==> src/rtl/game_state_ctrl.sv <==
// Frame-synchronous game-state controller feeding the colour mapper overlays.
// Keys and ball misses are acted on only at the start-of-frame strobe.
module game_state_ctrl #(
    parameter int LIVES       = 3,
    parameter int LOST_FRAMES = 60
) (
    input  logic        Clk,
    input  logic        Reset,
    input  logic        frame_sync,
    input  logic        key_pause,
    input  logic        key_restart,
    input  logic        miss,
    output logic        Pause,
    output logic        endGame,
    output logic        run,
    output logic [1:0]  lives,
    output logic [15:0] frame_cnt
);

    localparam logic [1:0] LP_LIVES = 2'(LIVES);
    localparam logic [7:0] LP_LOST  = 8'(LOST_FRAMES);

    typedef enum logic [1:0] {
        S_PLAY,
        S_PAUSED,
        S_LOST,
        S_OVER
    } state_t;

    state_t      r_state;
    logic [1:0]  r_lives;
    logic [15:0] r_frame_cnt;
    logic [7:0]  r_timer;
    logic        r_kp_prev;
    logic        r_kr_prev;
    logic        r_miss_pend;

    state_t      w_state_nxt;
    logic [1:0]  w_lives_nxt;
    logic [15:0] w_cnt_nxt;
    logic [7:0]  w_timer_nxt;
    logic        w_pause_ev;
    logic        w_restart_ev;
    logic        w_miss;

    assign w_pause_ev   = key_pause & ~r_kp_prev;
    assign w_restart_ev = key_restart & ~r_kr_prev;
    assign w_miss       = r_miss_pend | miss;

    always_ff @(posedge Clk or posedge Reset) begin
        if (Reset) begin
            r_state     <= S_PAUSED;
            r_lives     <= LP_LIVES;
            r_frame_cnt <= 16'd0;
            r_timer     <= 8'd0;
            r_kp_prev   <= 1'b1;
            r_kr_prev   <= 1'b1;
            r_miss_pend <= 1'b0;
        end else begin
            r_state     <= w_state_nxt;
            r_lives     <= w_lives_nxt;
            r_frame_cnt <= w_cnt_nxt;
            r_timer     <= w_timer_nxt;
            if (frame_sync) begin
                r_kp_prev   <= key_pause;
                r_kr_prev   <= key_restart;
                r_miss_pend <= 1'b0;
            end else if (miss) begin
                r_miss_pend <= 1'b1;
            end
        end
    end

    always_comb begin
        w_state_nxt = r_state;
        w_lives_nxt = r_lives;
        w_cnt_nxt   = r_frame_cnt;
        w_timer_nxt = r_timer;
        if (frame_sync) begin
            if (w_restart_ev) begin
                w_state_nxt = S_PLAY;
                w_lives_nxt = LP_LIVES;
                w_cnt_nxt   = 16'd0;
                w_timer_nxt = 8'd0;
            end else begin
                unique case (r_state)
                    S_PLAY: begin
                        if (w_miss) begin
                            // lives>=1 here; the last life goes straight to OVER
                            if (r_lives <= 2'd1) begin
                                w_lives_nxt = 2'd0;
                                w_state_nxt = S_OVER;
                            end else begin
                                w_lives_nxt = r_lives - 2'd1;
                                w_timer_nxt = LP_LOST;
                                w_state_nxt = S_LOST;
                            end
                        end else if (w_pause_ev) begin
                            w_state_nxt = S_PAUSED;
                        end else if (r_frame_cnt != 16'hFFFF) begin
                            w_cnt_nxt = r_frame_cnt + 16'd1;
                        end
                    end
                    S_PAUSED: begin
                        if (w_pause_ev) w_state_nxt = S_PLAY;
                    end
                    S_LOST: begin
                        if (r_timer <= 8'd1) begin
                            w_timer_nxt = 8'd0;
                            w_state_nxt = S_PLAY;
                        end else begin
                            w_timer_nxt = r_timer - 8'd1;
                        end
                    end
                    S_OVER: begin
                        w_state_nxt = S_OVER;
                    end
                    default: begin
                        w_state_nxt = S_PAUSED;
                    end
                endcase
            end
        end
    end

    assign run       = (r_state == S_PLAY);
    assign Pause     = (r_state == S_PAUSED);
    assign endGame   = (r_state == S_OVER);
    assign lives     = r_lives;
    assign frame_cnt = r_frame_cnt;

endmodule

==> config.mk <==
export PLATFORM = sky130hd
export DESIGN_NAME = game_state_ctrl
export DESIGN_NICKNAME = d
export VERILOG_FILES = /design/src/rtl/game_state_ctrl.sv
export SDC_FILE = /design/constraint.sdc
export NUM_CORES = 1
export LEC_CHECK = 0
export BUFFER_PORTS_ARGS = -buffer_cell sky130_fd_sc_hd__buf_2
export CORE_ASPECT_RATIO = 0.8
export CORE_UTILIZATION = 50
export CTS_BUF_LIST = sky130_fd_sc_hd__clkbuf_4 sky130_fd_sc_hd__clkbuf_8
export DETAILED_ROUTE_END_ITERATION = 8
export GPL_TIMING_DRIVEN = 1
export PLACE_DENSITY = 0.77
export SYNTH_ARGS = -nofsm -noshare
export SYNTH_HDL_FRONTEND = slang
export SYNTH_SLANG_ARGS = --single-unit
==> constraint.sdc <==
create_clock -name Clk -period 3.78 [get_ports Clk]
set_input_delay 0 -clock Clk [delete_from_list [all_inputs] [get_ports Clk]]
set_output_delay 0 -clock Clk [all_outputs]
set_load 0.01 [all_outputs]
-- Word level (Yosys, flattened, before mapping)
Cells that the tools add are included.
- output and inout port bits: 21
- input bits: 6
- flip-flop bits (word level): 31
- equality and inequality tests: 11
- $lt $le $gt $ge: 2
- add/sub/neg operators: 3
- bitwise gates (word level): 5
- multiplexer cells: 23
- reduce and logical (&&, ||, !) cells: 10
- operators with widths (cell ; number):
    $mux 16 ; 5
    $mux 8 ; 4
    $mux 2 ; 9
    $add 16x1->16 const B ; 1
    $ne 16x16->1 const B ; 1
    $pmux 8 s2 ; 1
    $le 8x1->1 const B ; 1
    $pmux 2 s4 ; 1
    $reduce_and 4->1 ; 2
    $reduce_bool 2->1 ; 4
    $sub 8x1->8 const B ; 1
    $ne 3x1->1 const B ; 2
    $ne 3x3->1 const B ; 2
    $reduce_and 5->1 ; 1
    $eq 2x2->1 const B ; 2
    $ne 4x1->1 const B ; 1
    $mux 1 ; 3
    $reduce_and 3->1 ; 1
    $reduce_bool 3->1 ; 1
    $and 1x1->1 ; 2
    $eq 2x1->1 const B ; 1
    $le 2x1->1 const B ; 1
    $logic_not 2->1 ; 1
    $ne 2x1->1 const B ; 1
    other kinds (4) ; 5

-- Depth between registers and ports, before layout
- depth after elaboration: 6
- gate-level depth with buffers: 6

-- Worst setup path after synthesis
No wires, ideal clock.
- path type: reg2reg
- start point: reg r_frame_cnt[5] (netlist: frame_cnt[5])
- end point: reg r_frame_cnt[15] (netlist: frame_cnt[15])
- data required time: 3.703 ns
- setup slack: 2.020 ns
- path buffers: 0
- stages on the path, launching flop included: 5
- arrival: 1.682 ns
- path through: dfrtp_1 > nand4_2 > or4_1 > or4_1 > a21oi_1
- word-level cells in the longest chain between the ends: 6
- elaborated cells between the ends (all ways): 9
- classes of those cells: 1 x add/sub; 1 x eq/ne; 5 x mux; 2 x reduce/logical
- RTL lines (item ; RTL line ; text):
    from (decl) ; 32 ; logic [15:0] r_frame_cnt;
    from (signal assigned) ; 62 ; r_frame_cnt <= w_cnt_nxt;
    $add 16x1->16 ; 101 ; w_cnt_nxt = r_frame_cnt + 16'd1;
    $mux 16 ; 100 ; end else if (r_frame_cnt != 16'hFFFF) begin
    $mux 16 ; 98 ; end else if (w_pause_ev) begin
    $mux 16 ; 88 ; if (w_miss) begin
    $mux 16 ; 86 ; unique case (r_state)
    $mux 16 ; 80 ; if (w_restart_ev) begin
Parallel ways exist; a longest one is shown, timed or not. The select of a mux whose other input is x is not followed.
A chain may end at the register's enable or synchronous reset.

-- Worst setup path after layout
- start point: reg r_state[1]
- end point: reg r_frame_cnt[6] (netlist: frame_cnt[6])
- word-level cells in the longest chain between the ends: 3
- RTL lines (item ; RTL line ; text):
    from (decl) ; 30 ; state_t r_state;
    from (signal assigned) ; 60 ; r_state <= w_state_nxt;
    $logic_not 2->1 ; 86 ;
    $reduce_bool 2->1 (no source line) ; -- ;
    $reduce_and 5->1 (no source line) ; -- ;
No other way between the ends.

==> results.md <==
Logic synthesis:
- A synthesized cell averages 9.25 µm².
- The part of the Yosys area used for sequential elements is about 43%.
- Counting every instance in the synthesized netlist gives about 200.
- The share of synthesized registers carrying an async set or reset is 100%.
- In the synthesized netlist the dominant register cell turns out to be sky130_fd_sc_hd__dfrtp_1.
- The post-synth net total is 206.
- The count of distinct cell types in the synthesized netlist is 43.
- After synthesis the cells add up to 0.00182 mm².
- The count of yosys warnings during synthesis is 0.
- The number of enable flip-flop cells after synthesis is 0.
- Counting flops and latches in the post-synthesis netlist gives 31.

Clock network:
- The number of H-tree branching levels is 2.
- Buffers added to address setup during post-CTS repair amount to 0.
- CTS placed an instance of sky130_fd_sc_hd__clkbuf_8 at the clock tree root.
- The longest clock path from root to sink contains 2 buffers.
- The total clock sinks is 31.
- The post-cts resize count is 0.
- The clock reaches the later pin of the worst-skew pair after 0.29 ns.
- TritonCTS created 5 clock buffers.
- The hold buffer count at CTS is 3.
- The CTS tree is built.
- The clock slew at the register clock pins of the worst setup and hold paths is ~0.07 ns.

Detailed routing:
- The total via count after detailed routing is roughly 1700.
- The remaining routing DRC violations is 0.
- The number of DRC markers after the initial detailed-route iteration is 176.
- The number of nets with antenna violations after detailed routing is 0.
- The total routed wirelength is 4310 µm.
- The first TritonRoute pass finished after 4 iterations.
- After detailed routing, the average wire length per cell comes to 16.0 µm.
- Using the TritonRoute via totals, the vias-per-cell ratio works out to 6.19.

Power and ir drop:
- The net switching share of the total power is about 40%.
- For this design the total switching power over the nets is around 0.00045 W.
- Sequential cells burn ~43% of the power.
- The internal power of the cells totals approximately 0.00070 W.
- The standby leakage power is a little under 0.9 nW.
- Combinational logic burns 34.4% of the power.
- The clock group share of total power is 22.8%.
- The peak supply drop is 304 µV.
- The ratio of total power to cell area is 549 mW/mm².

STA:
- The setup-violating endpoint count in the final report is 0.
- Summed over all failing endpoints, the final setup total negative slack is 0 ns.
- For this run, the top clock speed supported by timing is ~0.48 GHz.
- For the pin with the worst max-slew slack, the measured transition is 0.936 ns.
- In this run the tightest slew margin relative to its limit is 37.3%.
- The post-route fraction of the period consumed by the critical path is between 50% and 60%.
- The final max-slew violation count was 0.
- Setup repair after global routing left no endpoint under its margin.
- The clock arrives with 0.00733 ns of skew.
- The hold violation count in the final report is 0.
- The final period demand of the worst path is 2.09 ns.

Finish:
- The net count of the finished layout is 236.
- The share of post-route cells with drive strength above 1 is 21.1%.
- The repair_antennas step left the layout with diodes totalling 0.
- The final core area utilization is 61.0%.
- The layout overhead on the synthesized area is 15.3%.

Placement:
- Detailed placement ended at an HPWL of 2960 µm.
- The last weighted congestion value of the routability-driven placer is 0.910.
- The count of input and output buffers is 26.

Global routing:
- The via count of the first global-routing pass is about 1600.
- For this run, global-route usage on met1 was measured as between 30 and 40%.
- The global routing met3 resource utilization is a little under 5%.
- Across every metal layer, demand over resource in global routing totals 24.7%.
- For this run the aggregate overflow at the end of global routing stands at 0.
- The maximum number of pins on one net before global-route repair is 32.
- In this run the most used layer during global routing was met1.
- The global-route wire length before repair is 7590 µm.
- The global routing usage on met2 is 35.9%.
- The number of antenna violations at the first check in global routing is 0.

Die:
- The count of standard-cell rows is 19.
- The floorplan step defined a die boundary enclosing 0.00389 mm².
- The die is 69.5 µm wide.
- The floorplan core area is 0.00345 mm².
- For this configuration, the core starts out at a cell density of between 50% and 60%.
- The die boundary height is 56.0 µm.
- The number of top-level pins is 27.

Worst setup path:
- The startpoint kind of the worst setup timing path is a register.
- For the worst setup path, the data required time is ~4 ns.
- STA puts the critical path data arrival time at 2.30 ns.
- STA classifies the critical path endpoint as a register.
- The worst setup path is of the reg2reg kind.
- The highest net fanout along the worst path is 11.

Job:
- The number of max-cap violations is 0.

Outcome:
- The flow ran to the end, and the final reports show no timing, DRC or antenna violations.

Min path:
- The path class of the lowest-slack min-delay path is in2reg.
==> flip-flops by register name, summed over array words and instances (netlist names) <==
| register | cells |
|---|---|
| frame_cnt | 16 |
| r_state | 2 |
| r_kr_prev | 1 |
| r_miss_pend | 1 |
| lives | 2 |
| r_timer | 8 |
| r_kp_prev | 1 |
==> power by group through the flow <==
stage,combinational (W),clock (W),sequential (W)
finish,0.000397,0.000263,0.000493
floorplan,0.000316,0,0.000467
global route,0.000451,0.000279,0.000506
detailed placement,0.000386,0,0.000496
global placement,0.000384,0,0.000491
CTS,0.000392,0.000269,0.000490
==> per-stage QoR <==
stage	setup WS, ns	hold WS (ns)	std cells	instance area (µm²)	total power (W)
after floorplan	2.02	0.0998	197	1820	0.000783
after global routing	1.56	0.0508	270	2100	0.00124
after CTS	1.72	0.0166	270	2100	0.00115
after detailed placement	1.75	0.101	259	1980	0.000881
final	1.69	0.0267	270	2100	0.00115
after global placement	1.83	0.0985	259	1980	0.000875
==> final cells by class <==
class	count	area [µm²]
Fill cell	288	1350
Multi-Input combinational cell	149	970
Sequential cell	31	782
Timing Repair Buffer	31	175
Clock buffer	5	68.8
Tap cell	42	52.6
Inverter	9	33.8
Clock inverter	3	20.0
==> path summary, 6_finish.rpt <==
check / cells past startpoint / slack [ns] / startpoint / to
max in group asynchronous: 4 / 3.12 / Reset / r_kr_prev
min in group asynchronous: 4 / 0.33 / Reset / frame_cnt[11]
setup reg to reg: 4 / 1.69 / r_state[1] / frame_cnt[6]
hold / removal: 3 / 0.03 / miss / r_miss_pend
hold reg to reg: 1 / 0.50 / r_timer[7] / r_timer[7]
setup / recovery: 4 / 1.69 / r_state[1] / frame_cnt[6]
==> cells in the mapped netlist, types with 2 or more instances <==
library cell                n  area [µm²]
sky130_fd_sc_hd__o211ai_1   3        22.5
sky130_fd_sc_hd__o21a_1     2        15.0
sky130_fd_sc_hd__and3_1     2        12.5
sky130_fd_sc_hd__a21oi_1   11        55.1
sky130_fd_sc_hd__o21ai_0    9        45.0
sky130_fd_sc_hd__nor4_1     4        25.0
sky130_fd_sc_hd__o311ai_0   2        17.5
sky130_fd_sc_hd__clkbuf_1   4        15.0
sky130_fd_sc_hd__nand2_1   17        63.8
sky130_fd_sc_hd__or4_1     11        82.6
sky130_fd_sc_hd__mux2i_1    4        40.0
sky130_fd_sc_hd__o31ai_1   12        90.1
sky130_fd_sc_hd__nand3_1   10        50.1
sky130_fd_sc_hd__mux2_2     2        22.5
sky130_fd_sc_hd__nor2b_1    4        25.0
sky130_fd_sc_hd__nand2b_1   7        43.8
sky130_fd_sc_hd__ha_1       3        37.5
sky130_fd_sc_hd__or3_1      5        31.3
sky130_fd_sc_hd__nor3_1     4        20.0
sky130_fd_sc_hd__nand4_1    5        31.3
sky130_fd_sc_hd__dfstp_2    5         131
sky130_fd_sc_hd__o41ai_1    3        26.3
sky130_fd_sc_hd__inv_1      9        33.8
sky130_fd_sc_hd__dfrtp_1   26         651
sky130_fd_sc_hd__a32o_1     3        30.0
sky130_fd_sc_hd__nor2_1    10        37.5
sky130_fd_sc_hd__nand4_2    2        25.0
sky130_fd_sc_hd__buf_2      3        15.0
==> worst max-delay path: stages (launching register included) <==
cell and delay [ns]:
sky130_fd_sc_hd__dfrtp_1 0.47, sky130_fd_sc_hd__nor3b_2 0.33, sky130_fd_sc_hd__nand4_1 0.44, sky130_fd_sc_hd__or4_1 0.61, sky130_fd_sc_hd__a21oi_1 0.16
==> logic make-up (layout without fill, tap and decap cells) <==
kind of cell | count (synthesis) | count (layout) | synth area share (%)
fa+ha+maj | 3 | 3 | 2.06
simple gates | 88 | 88 | 27.9
compound gates | 52 | 52 | 19.8
buf+inv | 17 | 48 | 3.91
mux | 6 | 6 | 3.43
flops | 31 | 31 | 42.9
==> cell usage in the layout (no fill, tap or decap), drive strengths merged, types with 2 or more instances in the layout <==
cell type,Yosys,layout
buf,4,28
and3,2,2
nand3,10,10
nand2b,7,7
nand4,7,7
o311ai,2,2
nor2b,4,4
clkinvlp,0,2
nor3b,2,2
inv,9,9
nand2,17,17
o21ai,10,10
a21oi,11,11
and4,2,2
mux2i,4,4
dlygate4sd3,0,3
dfstp,5,5
or3,5,5
o211ai,3,3
clkbuf,4,5
dfrtp,26,26
o41ai,3,3
mux2,2,2
nor2,10,10
or4,11,11
nor3,4,4
o21a,2,2
ha,3,3
o31ai,12,12
nor4,4,4
a32o,3,3
==> layer usage <==
metal,part of all wire [%],vias to the layer above
li1,-,816
met1,50,798
met2,43,53
met3,5.3,5
met4,1.1,0
met5,0,-
(Power assumes the default switching activity.)
